[src/rtl/maindec_mc.sv]
// -----------------------------------------------------------------------------
// maindec_mc -- multicycle LEGv8 main decoder / control FSM
//
// Each instruction is sequenced through FETCH/DECODE/EXEC/MEM/WB. Invalid
// opcodes divert through EXC, which raises a synchronous exception. Optional
// external interrupts are sampled only in FETCH.
//
// Optional feature macro: MAINDEC_IRQ_EN
//   defined   : in FETCH, with in_exc=0, any set irq bit diverts to EXC with
//               esr_code = {1'b1, index of lowest set irq bit}
//   undefined : irq is ignored; in_exc is set only by invalid opcodes
//
// Parameters:
//   OP_W  : opcode input width; the top 11 bits are decoded (OP_W >= 11)
//   N_IRQ : number of level-sensitive IRQ lines (bit 0 highest priority)
//   ESR_W : exception cause width; N_IRQ must not exceed 2**(ESR_W-1)
//
// Ports:
//   clk, reset           clock, asynchronous active-low reset
//   Op                   opcode from the instruction register (DECODE onward)
//   irq                  external interrupt requests
//   Reg2Loc..Branch      datapath controls
//   ALUSrc               00 reg, 01 imm, 10 system register
//   ALUOp                ALU control class
//   ERet                 PC <- ELR (EXEC of ERET)
//   NotAnInstr           invalid opcode seen in DECODE
//   PCWrite, IRWrite     PC / IR load enables
//   ExcWrite, PCSrcExc   latch ELR/ESR, PC <- exception vector
//   esr_code             registered exception cause
//   in_exc               exception mask (PSTATE.I)
//   state_o              current FSM state
//
// Static fields (Reg2Loc, ALUSrc, ALUOp, MemtoReg) are driven from DECODE
// until the return to FETCH. In DECODE they come straight from Op; from EXEC
// on they come from the class latched at the end of DECODE, so later changes
// on Op have no effect.
//
// Exception/mask register updates land on the transition into the state that
// performs the action: esr_code and in_exc are already updated while EXC is
// active, and an ERET has cleared in_exc by the time EXEC is active.
// -----------------------------------------------------------------------------
module maindec_mc #(
   parameter int OP_W  = 11,
   parameter int N_IRQ = 4,
   parameter int ESR_W = 4
) (
   input  logic             clk,
   input  logic             reset,
   input  logic [OP_W-1:0]  Op,
   input  logic [N_IRQ-1:0] irq,
   output logic             Reg2Loc,
   output logic             MemtoReg,
   output logic             RegWrite,
   output logic             MemRead,
   output logic             MemWrite,
   output logic             Branch,
   output logic [1:0]       ALUSrc,
   output logic [1:0]       ALUOp,
   output logic             ERet,
   output logic             NotAnInstr,
   output logic             PCWrite,
   output logic             IRWrite,
   output logic             ExcWrite,
   output logic             PCSrcExc,
   output logic [ESR_W-1:0] esr_code,
   output logic             in_exc,
   output logic [2:0]       state_o
);

   typedef enum logic [2:0] {
      S_FETCH  = 3'd0,
      S_DECODE = 3'd1,
      S_EXEC   = 3'd2,
      S_MEM    = 3'd3,
      S_WB     = 3'd4,
      S_EXC    = 3'd5
   } state_t;

   typedef enum logic [2:0] {
      C_INV, C_R, C_LDUR, C_STUR, C_CBZ, C_ERET, C_MRS
   } cls_t;

   state_t state, next_state;
   cls_t   op_cls, cls_q, cls;

   logic [10:0]      opc;
   logic             irq_take;
   logic [ESR_W-2:0] irq_idx;

   assign opc     = Op[OP_W-1 -: 11];
   assign state_o = state;

   // Opcode classification
   always_comb begin
      op_cls = C_INV;
      casez (opc)
         11'b111_1100_0010: op_cls = C_LDUR;
         11'b111_1100_0000: op_cls = C_STUR;
         11'b101_1010_0???: op_cls = C_CBZ;
         11'b100_0101_1000,
         11'b110_0101_1000,
         11'b100_0101_0000,
         11'b101_0101_0000: op_cls = C_R;
         11'b110_1011_0100: op_cls = C_ERET;
         11'b110_1010_1001: op_cls = C_MRS;
         default:           op_cls = C_INV;
      endcase
   end

   // In DECODE the class is not latched yet, so use the live decode
   assign cls = (state == S_DECODE) ? op_cls : cls_q;

`ifdef MAINDEC_IRQ_EN
   // Lowest set bit wins: scan from the top so the last hit is the lowest
   always_comb begin
      irq_idx = '0;
      for (int i = N_IRQ - 1; i >= 0; i--) begin
         if (irq[i]) irq_idx = (ESR_W-1)'(i);
      end
   end
   assign irq_take = (state == S_FETCH) && !in_exc && (|irq);
`else
   logic unused_irq;
   assign unused_irq = ^irq;
   assign irq_idx    = '0;
   assign irq_take   = 1'b0;
`endif

   // State register
   always_ff @(posedge clk or negedge reset) begin
      if (!reset) state <= S_FETCH;
      else        state <= next_state;
   end

   // Next-state logic
   always_comb begin
      next_state = S_FETCH;
      case (state)
         S_FETCH:  next_state = irq_take ? S_EXC : S_DECODE;
         S_DECODE: next_state = (op_cls == C_INV) ? S_EXC : S_EXEC;
         S_EXEC: begin
            case (cls_q)
               C_LDUR, C_STUR: next_state = S_MEM;
               C_R, C_MRS:     next_state = S_WB;
               default:        next_state = S_FETCH;
            endcase
         end
         S_MEM:    next_state = (cls_q == C_LDUR) ? S_WB : S_FETCH;
         S_WB:     next_state = S_FETCH;
         S_EXC:    next_state = S_FETCH;
         default:  next_state = S_FETCH;
      endcase
   end

   // Class latch, exception cause and mask
   always_ff @(posedge clk or negedge reset) begin
      if (!reset) begin
         cls_q    <= C_INV;
         esr_code <= '0;
         in_exc   <= 1'b0;
      end else begin
         if (state == S_DECODE) cls_q <= op_cls;
         if (irq_take) begin
            esr_code <= {1'b1, irq_idx};
            in_exc   <= 1'b1;
         end else if (state == S_DECODE) begin
            if (op_cls == C_INV) begin
               esr_code <= ESR_W'(1);
               in_exc   <= 1'b1;
            end else if (op_cls == C_ERET) begin
               in_exc   <= 1'b0;
            end
         end
      end
   end

   // Output logic
   always_comb begin
      Reg2Loc    = 1'b0;
      MemtoReg   = 1'b0;
      RegWrite   = 1'b0;
      MemRead    = 1'b0;
      MemWrite   = 1'b0;
      Branch     = 1'b0;
      ALUSrc     = 2'b00;
      ALUOp      = 2'b00;
      ERet       = 1'b0;
      NotAnInstr = 1'b0;
      PCWrite    = 1'b0;
      IRWrite    = 1'b0;
      ExcWrite   = 1'b0;
      PCSrcExc   = 1'b0;

      // Static fields while an instruction is in flight
      if (state == S_DECODE || state == S_EXEC || state == S_MEM || state == S_WB) begin
         case (cls)
            C_R:    ALUOp = 2'b10;
            C_LDUR: begin ALUSrc = 2'b01; MemtoReg = 1'b1; end
            C_STUR: begin Reg2Loc = 1'b1; ALUSrc = 2'b01; end
            C_CBZ:  begin Reg2Loc = 1'b1; ALUOp = 2'b01; end
            C_MRS:  ALUSrc = 2'b10;
            default: ;
         endcase
      end

      case (state)
         S_FETCH: begin
            if (!irq_take) begin
               IRWrite = 1'b1;
               PCWrite = 1'b1;
            end
         end
         S_DECODE: NotAnInstr = (op_cls == C_INV);
         S_EXEC: begin
            if (cls_q == C_CBZ) Branch = 1'b1;
            if (cls_q == C_ERET) begin
               ERet    = 1'b1;
               PCWrite = 1'b1;
            end
         end
         S_MEM: begin
            if (cls_q == C_LDUR) MemRead  = 1'b1;
            if (cls_q == C_STUR) MemWrite = 1'b1;
         end
         S_WB:  RegWrite = 1'b1;
         S_EXC: begin
            ExcWrite = 1'b1;
            PCSrcExc = 1'b1;
            PCWrite  = 1'b1;
         end
         default: ;
      endcase
   end

endmodule

[config.mk]
export PLATFORM = sky130hd
export DESIGN_NAME = maindec_mc
export DESIGN_NICKNAME = d
export VERILOG_FILES = /design/src/rtl/maindec_mc.sv
export SDC_FILE = /design/constraint.sdc
export NUM_CORES = 1
export LEC_CHECK = 0
export BUFFER_PORTS_ARGS = -buffer_cell sky130_fd_sc_hd__buf_2
export CORE_UTILIZATION = 45
export CTS_BUF_LIST = sky130_fd_sc_hd__clkbuf_8
export CTS_CLUSTER_DIAMETER = 50
export DETAILED_ROUTE_END_ITERATION = 6
export GPL_ROUTABILITY_DRIVEN = 1
export MAX_ROUTING_LAYER = met4
export PLACE_DENSITY = 0.81
export SYNTH_ARGS = -nofsm -noshare
export SYNTH_HDL_FRONTEND = slang
export SYNTH_SLANG_ARGS = --single-unit
[constraint.sdc]
create_clock -name clk -period 5.3 [get_ports clk]
set_clock_uncertainty 0.1 [all_clocks]
set_input_delay 0.265 -clock clk [delete_from_list [all_inputs] [get_ports clk]]
set_output_delay 0.265 -clock clk [all_outputs]
set_load 0.05 [all_outputs]
---- Yosys cells after proc, flatten, opt, wreduce, memory -nomap -nowiden ----
Cells that the tools add are included.
operators by class
  equal/unequal tests ..................... 26
  muxes and demuxes ....................... 29
  reduce and logical (&&, ||, !) cells .... 14
operators by type and width
  kind                    count
  $eq A11 B11 Y1 const B  8
  $eq A3 B3 Y1 const B    8
  $eq A3 B2 Y1 const B    6
  $mux W1                 18
  $pmux W3 S6             1
  $pmux W3 S4             1
  $reduce_or A2 Y1        5
  $eq A3 B1 Y1 const B    3
  $mux W3                 3
  $eq A8 B8 Y1 const B    1
  $pmux W2 S2             2
  $logic_not A3 Y1        2
  $pmux W3 S2             1
  $mux W2                 2
  $reduce_and A2 Y1       2
  $reduce_or A4 Y1        1
  $logic_or A1 B1 Y1      3
  $pmux W1 S2             1
  $reduce_bool A2 Y1      1
word-level totals
  register bits after elaboration ......... 8
  input port bits ......................... 17
  output and inout port bits .............. 24
  word-level logic and storage cells ...... 73

---- Logic depth before layout (Yosys ltp) ----
Gate-level depths: netlist of the first run.
  word-level depth ........................ 8
  mapped depth ............................ 8
  depth with buffers taken out ............ 7

---- Worst setup path before layout of the first run ----
OpenSTA, ideal clock, no wires.
  kind .................................... register to output
  start point ............................. reg state[0], in the netlist state_o[0]
  end point ............................... out Reg2Loc
  data arrival time ....................... 2.663 ns
  required time ........................... 4.935 ns
  path slack .............................. 2.272 ns
  stages on the path, launching flop included .. 6
  path buffers ............................ 1
  cell sequence ........................... dfrtp_1 > buf_6 > nor3_1 > nor2_1 > or4b_1 > o21ai_1
between the ends
  cells in the longest elaborated chain, start to end .. 6
  elaborated cells on any way between the ends .. 13
  those cells by class .................... 6 x eq/ne; 3 x mux; 4 x reduce/logical
ends and longest elaborated chain
  what                                                 line      source
  start: declaration                                   83        state_t state, next_state;
  start signal: assignment                             132       else state <= next_state;
  $eq A3 B1 Y1                                         111, 195
  $mux W3                                              --
  $eq A3 B3 Y1 / $eq A3 B2 Y1 (equally long branches)  196       case (cls)
  $reduce_or A2 Y1 (no source line)                    --
  $mux W1                                              196
  $mux W1 *                                            195       if (state == S_DECODE || state == S_EXEC || state == S_MEM || state == S_WB) begin
  end: declaration                                     51        output logic Reg2Loc,
Mark *: on every way between the ends. The rest lies on a longest branch, timed or not.

---- Worst setup path after layout of the first run ----
Same ends and word-level chain as after synthesis.

==> results of run 1 <==
-- what timing repair did --
item | 4_1_cts | 5_1_grt
hold endpoints to repair | 8 | 0
hold buffers | 1 | 0
setup buffers | 0 | 0
-- placed cells by master (no fill, tap or decap), types with 3 or more instances in the layout --
master	synthesis	final
conb_1	1	3
nor2_1	11	11
inv_1	6	6
clkbuf_8	0	3
nor2b_1	4	4
nand2_1	12	12
buf_2	0	33
and2_1	3	3
dfrtp_1	8	8
nand3_1	3	3
o21ai_0	4	4
nor3_1	4	4
-- report_power, final --
group          switching (mW)  internal [mW]  leakage, nW
Sequential             0.0278         0.0773       0.0936
Clock                  0.0225         0.0491       0.0216
Combinational           0.308         0.0989        0.387
-- sequential cells by signal, summed over array words and instances (netlist names) --
name / flops
in_exc: 1
cls_q: 3
esr_code: 1
state_o: 3
-- layout make-up --
type,count,area [µm²]
Inverter,6,22.5
Multi-Input combinational cell,76,488
Tap cell,16,20.0
Timing Repair Buffer,34,175
Clock buffer,3,41.3
Fill cell,145,577
Sequential cell,8,200
-- stage by stage --
step           hold slack (ns)  power [mW]  instances  setup WS [ns]
2_1_floorplan           -0.131       0.443         95           2.27
5_1_grt                  0.329       0.616        143           2.44
6_report                 0.309       0.583        143           2.54
4_1_cts                  0.317       0.584        143           2.53
3_3_place_gp            0.0139       0.504        139           2.81
3_5_place_dp            0.0141       0.511        139           2.76
-- worst register-to-register path: stages, from the launching register on --
cell and delay (ns):
dfrtp_1 0.51, nor2b_4 0.24, and2b_2 0.19, nand3_1 0.11, nor2b_1 0.16, nand2_1 0.13
o31ai_1 0.10
-- routing by layer --
layer | track usage, % | vias up | part of all wire, %
li1 | - | 390 | -
met2 | 33.9 | 34 | 53
met1 | 20.3 | 356 | 41
met3 | 2.55 | 2 | 5.2
met5 | - | - | 0
met4 | 7.50 | 0 | 0.86
-- cells by family (layout without fill, tap and decap cells) --
| kind of cell | count (synthesis) | in the layout | synth area share, % |
|---|---|---|---|
| simple gates | 58 | 58 | 50.1 |
| compound gates | 14 | 14 | 12.8 |
| buf+inv | 11 | 43 | 8.57 |
| other cells | 1 | 3 | 0.504 |
| flops | 8 | 8 | 26.9 |
| xor+xnor | 1 | 1 | 1.18 |
-- final timing paths --
kind	cells after the start	from	to
max	6	state_o[0]	Reg2Loc
max in group asynchronous	2	reset	cls_q[0]
max reg2reg	6	state_o[0]	state_o[0]
min in group clk	1	esr_code[0]	esr_code[0]
min	2	reset	state_o[2]
min reg2reg	1	esr_code[0]	esr_code[0]
==> summary.txt, run 1 <==
Job
  • Max-cap viol count: 0

CTS
  • Clk buf depth: 2
  • Reg clk slew, reported paths: 0.04 ns
  • CTS tree: done
  • Root buffer cell: clkbuf_8
  • Clock Latency Late Sink: around 0.22 ns
  • H-tree depth: 1
  • CTS buffer count: 3
  • Num Clock Sinks: 8
  • CTS resizes: 0

Synthesis
  • Largest area contributor in the netlist: dfrtp_1
  • Leading cell type by number of instances after synthesis: nand2_1
  • Post-Synthesis Cells: 93
  • Share of the yosys chip area belonging to registers: ~27%
  • Flops & latches, synth: 8
  • Number of synthesized flops with an enable pin: 0
  • Post-synth top flop: dfrtp_1
  • Synth unique cells: 37
  • Mean area per synthesized cell: 8.00 µm²
  • Mapped cell area: 744 µm²
  • Top post-synthesis cells by area: dfrtp_1, nand2_1, nor2_1, buf_4, and4bb_1
  • Top cell type's share of synthesized area: 26.9%
  • Commonest cells post-synth: nand2_1, nor2_1, dfrtp_1, inv_1
  • Synthesis Warnings: 0
  • FFs w/ async S/R, synth: 100%

Drt
  • Initial DRC Count: 31
  • Via count: 782
  • Routed WL per cell: 11.3 µm
  • ANT nets after route: 0
  • Drc violations: 0
  • Vias per cell: around 5.5
  • Total Wirelength: 1620 µm
  • Pre-Repair DR Iteration Count: 4

GRT
  • Number of global-route vias before repair: 663
  • GRT overflow: 0
  • GRT Overall Usage: approximately a fifth
  • First-pass GRT wire length: 2570 µm
  • Initial antenna violation count: 0
  • Largest net degree at the start of global routing: 11

Finish
  • Area delta synth->final: 27.2%
  • Final core utilization: between 60 and 70%
  • Ant. Diodes: 0
  • Layout cells sized above 1: 36.2%
  • Final nets: 146
  • Cell area after layout: around 950 µm²

Power and ir drop
  • Leak: roughly 0.50 nW
  • Maximum VDD drop: 381 µV
  • Power Dens Cells: 616 mW/mm²

Min path
  • Worst min path class: in -> async

Placed design
  • Port Buffer Count: 33
  • Placement-stage cell area: 896 µm²
  • Detailed Place HPWL: around 1300 µm
  • Final GP Congestion: 0.769

Critical path
  • CP endpoint kind: output port
  • Max FO, Critical Path: 10
  • Crit path kind: reg -> out
  • CP required: 4.93 ns
  • WP buf/inv: 1
  • Reg2reg setup slack: 3.68 ns
  • Crit start category: register
  • Critical Path AT: 2.40 ns
  • CP delay by family, top: simple AND/OR/NAND/NOR gates
  • Cells along the critical path: nor2b_4 -> or2b_2 -> o21a_1 -> or4b_1 -> o21ai_1 -> buf_2
  • Slowest stage delay, CP: 0.53 ns
  • CP max stage cell: or4b_1

Die
  • Die Span X: 42.7 µm
  • I/O Pins: 41
  • Cell Rows: 14
  • Initial core utilization: between 40% and 50%
  • Core area: 0.00152 mm²
  • Die area: 0.00182 mm²
  • Height of the die: 42.7 µm

Timing
  • Max-slew violation count: 0
  • Final setup violation count: 0
  • Fin crit period: 2.76 ns
  • Unrepaired setup endpoints after global routing: false
  • Highest achievable clock rate: approximately 360 MHz
  • Hold Vio Cnt, Final: 0
  • Tcrit/Tclk final: 52.2%
  • Setup tns final: 0 ns

Outcome
  • Outcome: finished, final reports clean
No activity file was read; power rests on OpenSTA's default activity.
==> run 2: changes to the inputs <==
CORE_UTILIZATION = 41   (was 45)
PLACE_DENSITY = 0.78   (was 0.81)
clock period = 2.47 ns   (was 5.3 ns; I/O delays follow)
==> summary.txt, run 2 (same netlist as run 1, synthesis figures left out) <==
Outcome
  • Outcome: finished, final reports clean

Drt
  • Total Wirelength: 1830 µm (+13%)
  • Vias per cell: 5.07 (-7.3%)
  • Pre-Repair DR Iteration Count: 4 (unchanged)
  • ANT nets after route: 0 (unchanged)
  • Drc violations: 0 (unchanged)
  • Via count: 791 (+1.2%)
  • Initial DRC Count: 4 (-87%)
  • Routed WL per cell: 11.7 µm (+3.4%)

Critical path
  • CP required: 2.25 ns (-2.68 ns)
  • Reg2Reg Depth: 6 (unchanged)
  • CP endpoint kind: output port
  • Crit path kind: reg -> out
  • Crit start category: register
  • Max FO, Critical Path: 6 (-4)
  • Critical Path AT: 2.22 ns (-0.18 ns)

Power and ir drop
  • Maximum VDD drop: 553 µV (+45%)
  • Power Dens Cells: 1320 mW/mm² (+110%)
  • Leak: 0.528 nW (+5.1%)

Timing
  • Max-slew violation count: 0 (unchanged)
  • Hold Vio Cnt, Final: 0 (unchanged)
  • Tcrit/Tclk final: between 90% and 100%
  • Highest achievable clock rate: approximately 400 MHz
  • Hold_ws: 0.178 ns (-0.131 ns)
  • Setup tns final: 0 ns (unchanged)
  • Fin crit period: between 2 and 2.5 ns
  • Final setup violation count: 0 (unchanged)

Placed design
  • Final GP Congestion: 0.774 (+0.68%)
  • Detailed Place HPWL: 1430 µm (+8.6%)
  • Placed cells: 150 (+7.9%)
  • Port Buffer Count: 33 (unchanged)
  • Placement-stage cell area: 945 µm² (+5.4%)

Finish
  • Layout cells sized above 1: 45.0% (+8.8 points)
  • Cell area after layout: 0.00103 mm² (+8.6%)
  • Commonest non-fill, non-tap cell in the layout: buf_2
  • Area delta synth->final: 38.2%
  • Finished Layout Cells: 156 (+9.1%)
  • Final nets: 150 (+2.7%)
  • Ant. Diodes: 0 (unchanged)
  • Most frequent cells in the layout: buf_2, nand2_1, nor2_1, dfrtp_1, inv_1
  • Final core utilization: 60.2% (-1.9 points)

GRT
  • Number of global-route vias before repair: 721 (+8.7%)
  • GRT overflow: 0 (unchanged)
  • Largest net degree at the start of global routing: 10 (-1)
  • GRT Overall Usage: 20.9% (+2.2 points)
  • First-pass GRT wire length: 2860 µm (+12%)
  • Initial antenna violation count: 0 (unchanged)

Die
  • Die area: 0.00199 mm² (+9.3%)
  • Die Span X: 44.6 µm (+4.5%)
  • Core area: 0.00171 mm² (+12%)
  • Initial core utilization: 43.6% (-5.3 points)
  • Height of the die: 44.6 µm (+4.5%)
  • Cell Rows: 15 (+1)
  • I/O Pins: 41 (unchanged)

CTS
  • Clock Latency Late Sink: 0.23 ns (about the same)
  • Reg clk slew, reported paths: 0.04 ns (about the same)
  • Num Clock Sinks: 8 (unchanged)
  • CTS tree: done
  • Clk buf depth: 2 (unchanged)
  • CTS buffer count: 3 (unchanged)
  • H-tree depth: 1 (unchanged)
  • Root buffer cell: clkbuf_8

Min path
  • Worst min path class: in -> async

Job
  • Max-cap viol count: 0 (unchanged)
-- run 2: cell types whose count changed in the layout (fill, tap and decap cells not counted), sizes merged --
cell	before	now
buf	33	37
-- run 2: worst max-delay path, cell delays in order (launching register included) --
cell,delay [ns]
dfrtp_2,0.44
nor2b_4,0.14
or2b_2,0.31
o21a_1,0.24
or4b_1,0.56
o21ai_2,0.11
buf_6,0.18
-- run 2: final cells by class --
class / count / area, µm²
multi-input cells: 76 / 520
fillers: 165 / 679
flip-flops and latches: 8 / 201
clock buffers: 3 / 41.3
inverters: 6 / 22.5
repair buffers: 38 / 211
well taps: 25 / 31.3
-- run 2: stage by stage --
step / setup slack, ns / power [mW]
6_report: 0.0291 / 1.36
5_1_grt: -0.0274 / 1.43
4_1_cts: 0.0187 / 1.33
3_5_place_dp: 0.187 / 1.16
3_3_place_gp: 0.220 / 1.14
2_1_floorplan: -0.249 / 0.981
-- run 2: routing by layer --
metal | part of all wire [%] | GRT usage, % | up-vias
li1 | - | - | 398
met1 | 42 | 21.3 | 361
met2 | 53 | 36.2 | 30
met3 | 3.8 | 2.45 | 2
met4 | 1.1 | 15.8 | 0
met5 | 0 | - | -
-- run 2: timing repair --
action | in CTS | in global routing
endpoints found under the setup margin | 1 | 3
endpoints found under the hold margin | 8 | 0
gates cloned | 0 | 0
resized for setup | 2 | 3
hold buffers | 1 | 0
buffers inserted | 0 | 2
-- run 2: power breakdown --
| part | internal (mW) | switching (mW) |
|---|---|---|
| logic | 0.261 | 0.745 |
| registers | 0.166 | 0.0273 |
| clock network | 0.106 | 0.0524 |
| total | 0.533 | 0.824 |
-- run 2: worst paths after layout --
path                             startpoint          end  slack, ns
worst max register to register   state_o[1]   state_o[0]       1.00
worst min register to register  esr_code[0]  esr_code[0]       0.36
worst min-delay path                  reset   state_o[2]       0.18
min in group clk                     Op[10]       in_exc       0.33
max in group asynchronous             reset   state_o[1]       1.91
worst max-delay path             state_o[1]      Reg2Loc       0.03
==> run 3: changes to the inputs <==
PLACE_DENSITY = unset   (was 0.78)
PLACE_DENSITY_LB_ADDON = 0.25   (was unset)
==> summary.txt, run 3 (same netlist as run 1, synthesis figures left out) <==
Power and ir drop
  • Power Dens Cells: 1320 mW/mm² (+0.23%)
  • Leak: 0.522 nW (-1.1%)
  • Maximum VDD drop: 871 µV (+58%)

Critical path
  • Reg2Reg Depth: 6 (unchanged)
  • Crit start category: register
  • Crit path kind: reg -> out
  • CP endpoint kind: output port
  • RR Endpoint: state_o[0]
  • Max FO, Critical Path: 4 (-2)
  • Critical Path AT: 2.16 ns (-0.06 ns)
  • R2r startpoint: state_o[1]
  • CP required: 2.25 ns (about the same)
  • Reg2reg setup slack: 0.99 ns (about the same)

CTS
  • CTS buffer count: 3 (unchanged)
  • Clock Latency Late Sink: 0.23 ns (about the same)
  • Root buffer cell: clkbuf_8
  • Num Clock Sinks: 8 (unchanged)
  • Postcts setup bufs: 0 (unchanged)
  • CTS tree: done
  • Clk buf depth: 2 (unchanged)
  • H-tree depth: 1 (unchanged)
  • Reg clk slew, reported paths: 0.04 ns (about the same)

Finish
  • Layout cells sized above 1: 43.1% (-2.0 points)
  • Filler cells: 167 (+1.2%)
  • Commonest non-fill, non-tap cell in the layout: buf_2
  • Area delta synth->final: 36.5%
  • Final nets: 149 (-0.67%)
  • FF/Latch Area: 200 µm² (-0.62%)
  • Most frequent cells in the layout: buf_2, nand2_1, nor2_1, dfrtp_1, inv_1
  • Area occupied by multi-input gates: 517 µm² (-0.72%)
  • Final core utilization: 59.5% (-0.73 points)
  • Ant. Diodes: 0 (unchanged)

Drt
  • Drc violations: 0 (unchanged)
  • ANT nets after route: 0 (unchanged)
  • Vias per cell: 5.07 (about the same)
  • Pre-Repair DR Iteration Count: 4 (unchanged)
  • Initial DRC Count: 14 (+10)
  • Total Wirelength: 1800 µm (-1.4%)
  • Via count: 786 (-0.63%)
  • Routed WL per cell: 11.6 µm (-0.73%)

Placed design
  • Port Buffer Count: 33 (unchanged)
  • Final GP Congestion: 0.800 (+3.4%)
  • Detailed Place HPWL: 1420 µm (-0.67%)

GRT
  • First-pass GRT wire length: 2750 µm (-3.8%)
  • GRT overflow: 0 (unchanged)
  • GRT busiest layer: met2
  • GRT met2 Usage: 32.6% (-3.5 points)
  • Initial antenna violation count: 0 (unchanged)
  • M1 GR Usage: 23.4% (+2.1 points)
  • Number of global-route vias before repair: 642 (-11%)
  • GRT Overall Usage: 19.6% (-1.3 points)
  • Largest net degree at the start of global routing: 10 (unchanged)
  • Met3 usage in global routing: 2.45% (unchanged)

Timing
  • Tcrit/Tclk final: 96.5% (-2.3 points)
  • Hold Vio Cnt, Final: 0 (unchanged)
  • Final setup violation count: 0 (unchanged)
  • Fin crit period: 2.38 ns (-0.0571 ns)
  • Highest achievable clock rate: 420 MHz (+2.4%)
  • Max-slew violation count: 0 (unchanged)
  • Setup tns final: 0 ns (unchanged)

Die
  • Die area: 0.00199 mm² (unchanged)
  • Initial core utilization: 43.6% (unchanged)
  • Die Span X: 44.6 µm (unchanged)
  • Core area: 0.00171 mm² (unchanged)
  • I/O Pins: 41 (unchanged)
  • Cell Rows: 15 (unchanged)
  • Height of the die: 44.6 µm (unchanged)

Outcome
  • Outcome: finished, final reports clean

Job
  • Max-cap viol count: 0 (unchanged)

Min path
  • Worst min path class: in -> async
-- run 3: routing by layer --
layer	routed length, µm	part of all wire (%)
met3	63	3.5
met2	969	54
met5	0	0
met1	770	43
met4	0	0
-- run 3: timing repair --
action,in CTS,in global routing
hold endpoints to repair,8,0
hold buffers,1,0
resized for setup,0,4
endpoints found under the setup margin,0,3
-- run 3: report_power, final --
group / internal [mW] / switching (mW)
Clock: 0.105 / 0.0480
Combinational: 0.258 / 0.735
Sequential: 0.166 / 0.0312
Total: 0.530 / 0.815
-- run 3: layout make-up --
cell class              count  share of cell area (%)
well taps                  25                    3.08
multi-input cells          76                    50.9
repair buffers             37                    20.1
inverters                   6                    2.22
flip-flops and latches      8                    19.7
clock buffers               3                    4.06
-- run 3: how the worst max path moves through the flow --
stage                     slack, ns  endpoint       start
after CTS                      0.04   Reg2Loc  state_o[1]
final                          0.09   Reg2Loc  state_o[1]
after floorplan               -0.25   Reg2Loc  state_o[0]
after global placement         0.22   Reg2Loc       Op[8]
after global routing          -0.01   Reg2Loc  state_o[1]
after detailed placement       0.12   Reg2Loc       Op[8]
-- run 3: worst max-delay path, cell delays in order, from the launching register on --
cell and delay (ns):
dfrtp_1 0.40, nor2b_4 0.15, or2b_2 0.31, o21a_1 0.24, or4b_1 0.52, o21ai_1 0.12, buf_6 0.18
-- run 3: per-stage QoR --
step                      cell area, µm²  setup WS [ns]  hold WS (ns)  cells  power, mW
after floorplan                      774         -0.249        -0.272     95      0.981
after global placement               952          0.225        -0.125    151       1.15
after detailed placement             952          0.120        -0.123    151       1.17
after CTS                           1000         0.0360         0.174    155       1.32
after global routing                1020        -0.0120         0.191    155       1.43
final                               1020         0.0862         0.172    155       1.34
